--- src/rtl/seq_match_pkg.sv ---
// Shared types and helpers for the serial pattern-match controller.
package seq_match_pkg;

    typedef enum logic [1:0] {
        IDLE,
        RUN,
        DONE
    } state_t;

    localparam int PAT_W_DEF = 8;
    localparam int LEN_W_DEF = 4;
    localparam int CNT_W_DEF = 8;

    function automatic logic len_legal(input int len, input int pat_w);
        return (len != 0) && (len <= pat_w);
    endfunction

endpackage

--- src/rtl/seq_shift_matcher.sv ---
// Shift history plus fill tracking; flags a hit on the bit being shifted in.
module seq_shift_matcher
    import seq_match_pkg::*;
#(
    parameter int PAT_W = PAT_W_DEF,
    parameter int LEN_W = LEN_W_DEF
) (
    input  logic             clk,
    input  logic             reset,
    input  logic             shift,
    input  logic             data,
    input  logic             clear,
    input  logic             fill_clear,
    input  logic [PAT_W-1:0] pattern,
    input  logic [LEN_W-1:0] len,
    output logic             hit
);

    logic [PAT_W-1:0] history;
    logic [PAT_W-1:0] history_nxt;
    logic [PAT_W-1:0] mask;
    logic [LEN_W-1:0] fill;
    logic [LEN_W-1:0] fill_nxt;

    always_comb begin
        history_nxt = {history[PAT_W-2:0], data};
        fill_nxt    = (fill >= LEN_W'(PAT_W)) ? LEN_W'(PAT_W) : fill + 1'b1;
        // Low len bits set; a shift of PAT_W or more yields all ones.
        mask        = ~({PAT_W{1'b1}} << len);
        hit         = shift && (fill_nxt >= len) &&
                      (((history_nxt ^ pattern) & mask) == '0);
    end

    always_ff @(posedge clk or negedge reset) begin
        if (!reset) begin
            history <= '0;
            fill    <= '0;
        end else if (clear) begin
            history <= '0;
            fill    <= '0;
        end else if (shift) begin
            history <= history_nxt;
            fill    <= (hit && fill_clear) ? '0 : fill_nxt;
        end
    end

endmodule

--- src/rtl/seq_match_ctrl.sv ---
// Session controller: config registers, FSM, match counter and outputs.
module seq_match_ctrl
    import seq_match_pkg::*;
#(
    parameter int PAT_W = PAT_W_DEF,
    parameter int LEN_W = LEN_W_DEF,
    parameter int CNT_W = CNT_W_DEF
) (
    input  logic             clk,
    input  logic             reset,
    input  logic             cfg_we,
    input  logic [PAT_W-1:0] cfg_pattern,
    input  logic [LEN_W-1:0] cfg_len,
    input  logic             cfg_overlap,
    input  logic [CNT_W-1:0] cfg_target,
    input  logic             start,
    input  logic             abort,
    input  logic             in_valid,
    input  logic             in_bit,
    output logic             busy,
    output logic             match,
    output logic             done,
    output logic [CNT_W-1:0] match_cnt,
    output logic             cfg_err
);

    state_t           state;
    state_t           state_nxt;
    logic [PAT_W-1:0] pattern_q;
    logic [LEN_W-1:0] len_q;
    logic [LEN_W-1:0] len_eff;
    logic             overlap_q;
    logic [CNT_W-1:0] target_q;
    logic [CNT_W-1:0] cnt_inc;
    logic             load;
    logic             clr;
    logic             count;
    logic             err_nxt;
    logic             shift;
    logic             hit;

    assign shift   = (state == RUN) && in_valid && !abort;
    assign cnt_inc = (&match_cnt) ? match_cnt : match_cnt + 1'b1;
    assign busy    = (state == RUN);
    assign done    = (state == DONE);

    seq_shift_matcher #(
        .PAT_W(PAT_W),
        .LEN_W(LEN_W)
    ) u_matcher (
        .clk       (clk),
        .reset     (reset),
        .shift     (shift),
        .data      (in_bit),
        .clear     (clr),
        .fill_clear(!overlap_q),
        .pattern   (pattern_q),
        .len       (len_q),
        .hit       (hit)
    );

    always_ff @(posedge clk or negedge reset) begin
        if (!reset) state <= IDLE;
        else        state <= state_nxt;
    end

    always_comb begin
        state_nxt = state;
        load      = 1'b0;
        clr       = 1'b0;
        count     = 1'b0;
        err_nxt   = 1'b0;
        // A simultaneous config write is seen by the start check.
        len_eff   = cfg_we ? cfg_len : len_q;
        unique case (state)
            RUN: begin
                if (abort) begin
                    state_nxt = IDLE;
                end else begin
                    err_nxt = cfg_we;
                    if (hit) begin
                        count = 1'b1;
                        if (target_q != '0 && cnt_inc == target_q)
                            state_nxt = DONE;
                    end
                end
            end
            default: begin
                load = cfg_we;
                if (cfg_we) state_nxt = IDLE;
                if (start && !abort) begin
                    if (len_legal(int'(len_eff), PAT_W)) begin
                        clr       = 1'b1;
                        state_nxt = RUN;
                    end else begin
                        err_nxt = 1'b1;
                    end
                end
            end
        endcase
    end

    always_ff @(posedge clk or negedge reset) begin
        if (!reset) begin
            pattern_q <= '0;
            len_q     <= LEN_W'(1);
            overlap_q <= 1'b0;
            target_q  <= '0;
            match_cnt <= '0;
            match     <= 1'b0;
            cfg_err   <= 1'b0;
        end else begin
            match   <= count;
            cfg_err <= err_nxt;
            if (load) begin
                pattern_q <= cfg_pattern;
                len_q     <= cfg_len;
                overlap_q <= cfg_overlap;
                target_q  <= cfg_target;
            end
            if (clr)        match_cnt <= '0;
            else if (count) match_cnt <= cnt_inc;
        end
    end

endmodule

--- config.mk ---
export PLATFORM = sky130hd
export DESIGN_NAME = seq_match_ctrl
export DESIGN_NICKNAME = d
export VERILOG_FILES = /design/src/rtl/seq_match_pkg.sv /design/src/rtl/seq_shift_matcher.sv /design/src/rtl/seq_match_ctrl.sv
export SDC_FILE = /design/constraint.sdc
export NUM_CORES = 1
export LEC_CHECK = 0
export CORE_MARGIN = 4
export CORE_UTILIZATION = 52
export CTS_BUF_LIST = sky130_fd_sc_hd__clkbuf_4 sky130_fd_sc_hd__clkbuf_8
export CTS_CLUSTER_SIZE = 25
export DETAILED_ROUTE_END_ITERATION = 16
export PLACE_DENSITY_LB_ADDON = 0.08
export SLEW_MARGIN = 15
export SYNTH_ARGS = -nofsm -noshare
export SYNTH_HDL_FRONTEND = slang
export SYNTH_SLANG_ARGS = --single-unit
--- constraint.sdc ---
create_clock -name clk -period 2.6 [get_ports clk]
set_input_delay 0.52 -clock clk [delete_from_list [all_inputs] [get_ports clk]]
set_output_delay 0.52 -clock clk [all_outputs]
set_load 0.02 [all_outputs]
Word-level counts from Yosys, hierarchy flattened
Cells that the tools add are included.
{ "word_totals": {"reg_bits": 44, "out_inout_bits": 12, "elab_cells": 69} }
{ "op_classes": {"addsub": 2, "order_cmp": 3, "n_eq_ne": 5, "shift": 1, "n_mux": 28, "bitwise": 3, "n_reduce_logical": 17} }
{ "op_table": {"columns": ["cell", "n"], "rows": [
  ["8-bit 2-to-1 mux", 3],
  ["4-bit 2-to-1 mux", 5],
  ["2-bit 2-to-1 mux", 7],
  ["7-bit 2-to-1 mux", 2],
  ["1-bit 2-to-1 mux", 11],
  ["8-bit by 1-bit adder with 8-bit output, second input constant", 1],
  ["8-bit AND", 1],
  ["8-bit equality test", 1],
  ["1-bit logical AND", 8],
  ["8-bit zero test", 1],
  ["8-bit inverter", 1],
  ["8-bit AND reduction", 1],
  ["8-bit nonzero test", 1],
  ["8-bit by 4-bit left shift with 8-bit output, first input constant", 1],
  ["8-bit XOR", 1],
  ["3-bit by 2-bit != test with 1-bit output, second input constant", 2],
  ["4-bit by 1-bit adder with 4-bit output, second input constant", 1],
  ["4-bit greater-or-equal comparator", 1],
  ["4-bit greater-or-equal comparator, second input constant", 1],
  ["4-bit <= comparator, second input constant", 1],
  ["2-bit nonzero test", 2],
  ["4-bit nonzero test", 1],
  ["2-bit by 1-bit equality test with 1-bit output, second input constant", 1],
  ["2-bit equality test, second input constant", 1],
  ["2 further kinds", 3]
]} }

Logic depth before layout (Yosys ltp)
Gate-level depths: netlist of the first run.
{ "logic_depth": {"depth_word": 10, "ltp_mapped": 11, "mapped_depth_nobuf": 10} }

By module
Synthesis of the first run repeated with hierarchy kept, for this count alone.
{ "hier_totals": {"hier_cells": 256, "area_unflattened_um2": 2573.7} }
{ "modules_own_cells": {"columns": ["module", "instances", "cells_each", "area_each_um2"], "rows": [
  ["seq_match_ctrl", 1, 174, 1818.0],
  ["seq_shift_matcher", 1, 82, 755.7]
]} }

Least setup slack after synthesis of the first run
No wires, ideal clock.
{ "synth_path": {"kind": "flip-flop to flip-flop", "start": "reg u_matcher.fill[0]", "end": "reg match_cnt[4]", "setup_ps": 130, "arrival_ps": 2172, "slack_ps": 298, "stages_incl_launch_ff": 11, "synth_period_minus_slack_ps": 2302, "path_cell_list": "dfrtp_1 -> inv_1 -> ha_1 -> nor2b_1 -> ha_1 -> a2111o_1 -> o211ai_1 -> or4_1 -> buf_2 -> o41ai_2 -> a21oi_1"} }
{ "synth_between": {"elab_chain_len": 9, "word_cells_on_any_way": 10} }
{ "synth_rtl": {"columns": ["item", "line_no", "text"], "rows": [
  ["from (decl)", "seq_shift_matcher.sv:22", "logic [LEN_W-1:0] fill;"],
  ["from (signal assigned)", "seq_shift_matcher.sv:43", "fill <= (hit && fill_clear) ? '0 : fill_nxt;"],
  ["4-bit by 1-bit adder with 4-bit output / 4-bit greater-or-equal comparator (equally long branches)", "seq_shift_matcher.sv:27", "fill_nxt = (fill >= LEN_W'(PAT_W)) ? LEN_W'(PAT_W) : fill + 1'b1;"],
  ["4-bit 2-to-1 mux (*)", "seq_shift_matcher.sv:27", null],
  ["4-bit greater-or-equal comparator (*)", "seq_shift_matcher.sv:30", "hit = shift && (fill_nxt >= len) &&"],
  ["1-bit logical AND (*) (2 in a row)", "seq_shift_matcher.sv:30", null],
  ["1-bit 2-to-1 mux (*)", "seq_match_ctrl.sv:81", "if (hit) begin"],
  ["1-bit 2-to-1 mux (*)", "seq_match_ctrl.sv:77", "if (abort) begin"],
  ["1-bit 2-to-1 mux (*)", "seq_match_ctrl.sv:75", "unique case (state)"],
  ["2-bit nonzero test (no line) (*)", null, null],
  ["to (signal assigned)", "seq_match_ctrl.sv:122", "else if (count) match_cnt <= cnt_inc;"],
  ["to (decl)", "seq_match_ctrl.sv:23", "output logic [CNT_W-1:0] match_cnt,"]
]} }
Mark *: on every way between the ends. The rest lies on a longest branch, timed or not.
A chain may end at the register's enable or synchronous reset.

Final worst setup path of the first run
{ "layout_path": {"start": "reg u_matcher.fill[0]", "end": "reg match_cnt[3]"} }
Same word-level chain as after synthesis.

==> results of run 1 <==
worst reg2reg max path: cells and delay by family, from the launching register on:
kind                     cells  cell delay [ns]
AO/OA/AOI/OAI                2             0.64
flip-flops                   1             0.43
adder cells (fa/ha/maj)      2             0.54
buffers and inverters        2             0.23
AND/OR/NAND/NOR              4             0.53
where the power goes:
part / switching (W) / internal [W] / total, W
Clock: 0.000235 / 0.000339 / 0.000575
Combinational: 0.000190 / 0.000240 / 0.000430
Sequential: 0.0000957 / 0.000770 / 0.000866
Total: 0.000521 / 0.00135 / 0.00187
registers in the layout, indices dropped and copies added (netlist names):
signal / flops
overlap_q: 1
state: 2
match: 1
pattern_q: 8
cfg_err: 1
u_matcher.fill: 4
match_cnt: 8
u_matcher.history: 7
target_q: 8
len_q: 4
how the worst max path moves through the flow:
| stage | start | slack [ns] | depth (start not counted) | end |
|---|---|---|---|---|
| 2_1_floorplan | u_matcher.fill[0] | 0.30 | 10 | match_cnt[4] |
| 3_3_place_gp | abort | -0.002 | 7 | match_cnt[4] |
| 3_5_place_dp | abort | -0.03 | 7 | match_cnt[4] |
| 4_1_cts | u_matcher.fill[0] | 0.06 | 9 | match_cnt[4] |
| 5_1_grt | u_matcher.fill[0] | 0.004 | 10 | match_cnt[3] |
| 6_report | u_matcher.fill[0] | 0.13 | 10 | match_cnt[3] |
metal layers:
| metal | wire [um] | track usage | vias up |
|---|---|---|---|
| li1 | - | - | 1029 |
| met1 | 2636 | 0.2778 | 1002 |
| met2 | 2445 | 0.2894 | 67 |
| met3 | 378 | 0.04358 | 7 |
| met4 | 63 | 0.05594 | 0 |
| met5 | 0 | 0 | - |
placed cells by master, fill, tap and decap left out, types with 5 or more instances in the layout:
| master | Yosys | final |
|---|---|---|
| buf_4 | 0 | 10 |
| clkdlybuf4s50_1 | 0 | 38 |
| nand3_1 | 10 | 10 |
| clkbuf_8 | 0 | 7 |
| inv_1 | 10 | 10 |
| o21ai_0 | 5 | 5 |
| nand2_1 | 33 | 33 |
| mux2i_1 | 6 | 6 |
| ha_1 | 7 | 7 |
| mux2_2 | 21 | 21 |
| o21ai_1 | 10 | 10 |
| nor2_1 | 10 | 10 |
| xnor2_1 | 12 | 12 |
| and3_1 | 7 | 7 |
| dfrtp_1 | 43 | 43 |
| o22ai_1 | 5 | 5 |
area by class of cell:
class                   instances  area share
clock buffers                   7     0.03023
clock inverters                 1    0.009423
inverters                      10     0.01178
multi-input cells             195      0.4319
flip-flops and latches         44      0.3459
well taps                      67     0.02631
repair buffers                 49      0.1445
stage by stage:
stage	setup slack (ns)	hold WS [ns]	cells
3_5_place_dp	-0.03442	0.4470	365
5_1_grt	0.003695	0.1306	373
6_report	0.1344	0.1098	373
3_3_place_gp	-0.002408	0.4453	365
4_1_cts	0.06461	0.1161	373
2_1_floorplan	0.2980	0.2244	265
timing repair:
| action | CTS | global route |
|---|---|---|
| hold buffers | 0 | 0 |
| endpoints found under the setup margin | 0 | 5 |
| resized for setup | 0 | 1 |
cells by family (layout without fill, tap and decap cells):
| group | Yosys count | count (layout) | share of synthesized area |
|---|---|---|---|
| xor gates and xnor gates | 15 | 15 | 0.05097 |
| AOI/OAI and AO/OA | 50 | 50 | 0.1335 |
| and+or+nand+nor | 96 | 96 | 0.1990 |
| adders and majority gates | 7 | 7 | 0.03398 |
| DFF | 44 | 44 | 0.4277 |
| buffers and inverters | 26 | 67 | 0.03981 |
| muxes | 27 | 27 | 0.1151 |
==> run metrics, run 1 <==
run status=completed; multi-input combinational cell area=0.001376 sq mm; Largest delay share family, worst path=compound AO/OA/AOI/OAI gates; class of the tightest hold or removal check=input port to asynchronous set/reset pin; required time of the critical path=2.80 ns; sequential standard cell area=0.001102 sq mm; Std-Cell Rows=25; layout overhead on the synthesized area=23.64%; synthesized net count=300; Remaining Overflow, GRT=0; number of storage elements in the synthesis netlist=44; synthesis warning total=0; Port Buf Inserts=39; final cycle utilization of the critical path=0.9483; count of boundary I/O pins=40; top cell type by total area after synthesis=dfrtp_1; share of the synthesized area in the top cell type=0.4175; share of synthesized area occupied by flip-flops and latches=0.4277; min cycle time layout=2.466 ns; fin nets=340; Die Area=slightly above 0.006 sq mm; main area contributors after synthesis=dfrtp_1, mux2_2, nand2_1, xnor2_1, ha_1; instance area at placement=0.003057 sq mm; FF-to-FF End=match_cnt[3]; post-route core utilization=0.6703; setup_tns=0 ns; cell at the root of the clock tree=clkbuf_8; Worst Max-Slew Pin Slew=0.3692 ns; static leakage=1.382 nW; kind of start point of the critical path=register; fraction of final layout cells sized beyond drive strength 1=0.1536; Total Routing Usage GR=0.1924; cell area after synthesis=0.002577 sq mm; DRT Pass-1 Iters=4; TritonCTS clock tree=yes; dpl hpwl=4099 um; r2r setup slk=between 0.1 and 0.15 ns; Critical path buffers and inverters=2; die boundary height=78.41 um; CP endpoint kind=register; RSZ-0062 raised after global routing=no; number of filler instances in the final layout=416; final wirelength=about 5500 um; clock transition time at the flip-flop clock pins of the worst setup and hold paths=approximately 0.09 ns; first-pass GRT wire length=9418 um; number of synthesized flops with an enable pin=0; average wire length per cell after detail routing=14.81 um; clock sinks=44; relative slew slack=0.7520; H-tree level count=2; Max Cap Viol=0; final slew viol count=0; number of cells traversed by the worst register-to-register path=10; total power per unit cell area=587.0 mW/mm^2; TritonCTS Buffers=5; most prevalent standard cell on the critical path=ha_1; Initial Util=0.5421; most instantiated library cell after synthesis=dfrtp_1; Worst Path Arrival=2.66 ns; stage delay of the slowest cell on the critical path=0.43 ns; Reg-to-Reg Start=u_matcher.fill[0]; worst IR drop on VDD=0.3658 mV; slowest cell on the critical path=dfrtp_1; crit path cell chain=inv_1 -> ha_1 -> nor2b_1 -> ha_1 -> a2111o_1 -> nand4_1 -> nor4_1 -> buf_4 -> a41o_1 -> and3_1; core region area=0.004755 sq mm; Remaining DRCs=0; initial antenna violation count=0; Post-synth top cells=dfrtp_1, nand2_1, mux2_2; Synth async-reset ratio=1.000; number of diodes=0; post-layout total power=0.001871 W; category of the critical setup timing path=register to register; chip width=78.41 um; routed via count divided by cell count=around 5.6; post-CTS setup buffer count=0; Bufs on Longest Clock Path=2; maximum clock frequency=405.6 MHz; initial drt markers=88; pin count of the biggest net entering global routing=31; final std cell area, no fill=0.003187 sq mm; insertion delay to the later sink of the worst-skew pair=roughly 0.30 ns; Mean Syn Cell Area=approximately 9.7 sq um; Post-Synthesis Cells=265; Placer Congestion=0.8697; total count of hold-check failures in the final report=0; count of unique library cells instantiated by Yosys=51; final setup skew=approximately 0.011 ns; final count of negative-setup-slack endpoints=0; Top FF cell, synth=dfrtp_1; via count of the first global-routing pass=around 2000; via count=2105; worst-path fanout max=11; ANT nets after route=0
Power figures use the tool's default switching activity.
==> run 2: changes to the inputs <==
--- a/config.mk
+++ b/config.mk
@@ -5,6 +5,7 @@
 export SDC_FILE = /design/constraint.sdc
 export NUM_CORES = 1
 export LEC_CHECK = 0
+export ABC_CLOCK_PERIOD_IN_PS = 2600
 export CORE_MARGIN = 4
 export CORE_UTILIZATION = 52
 export CTS_BUF_LIST = sky130_fd_sc_hd__clkbuf_4 sky130_fd_sc_hd__clkbuf_8
==> results of run 2 <==
The final DEF is identical to that of run 1; final timing and power are the same.
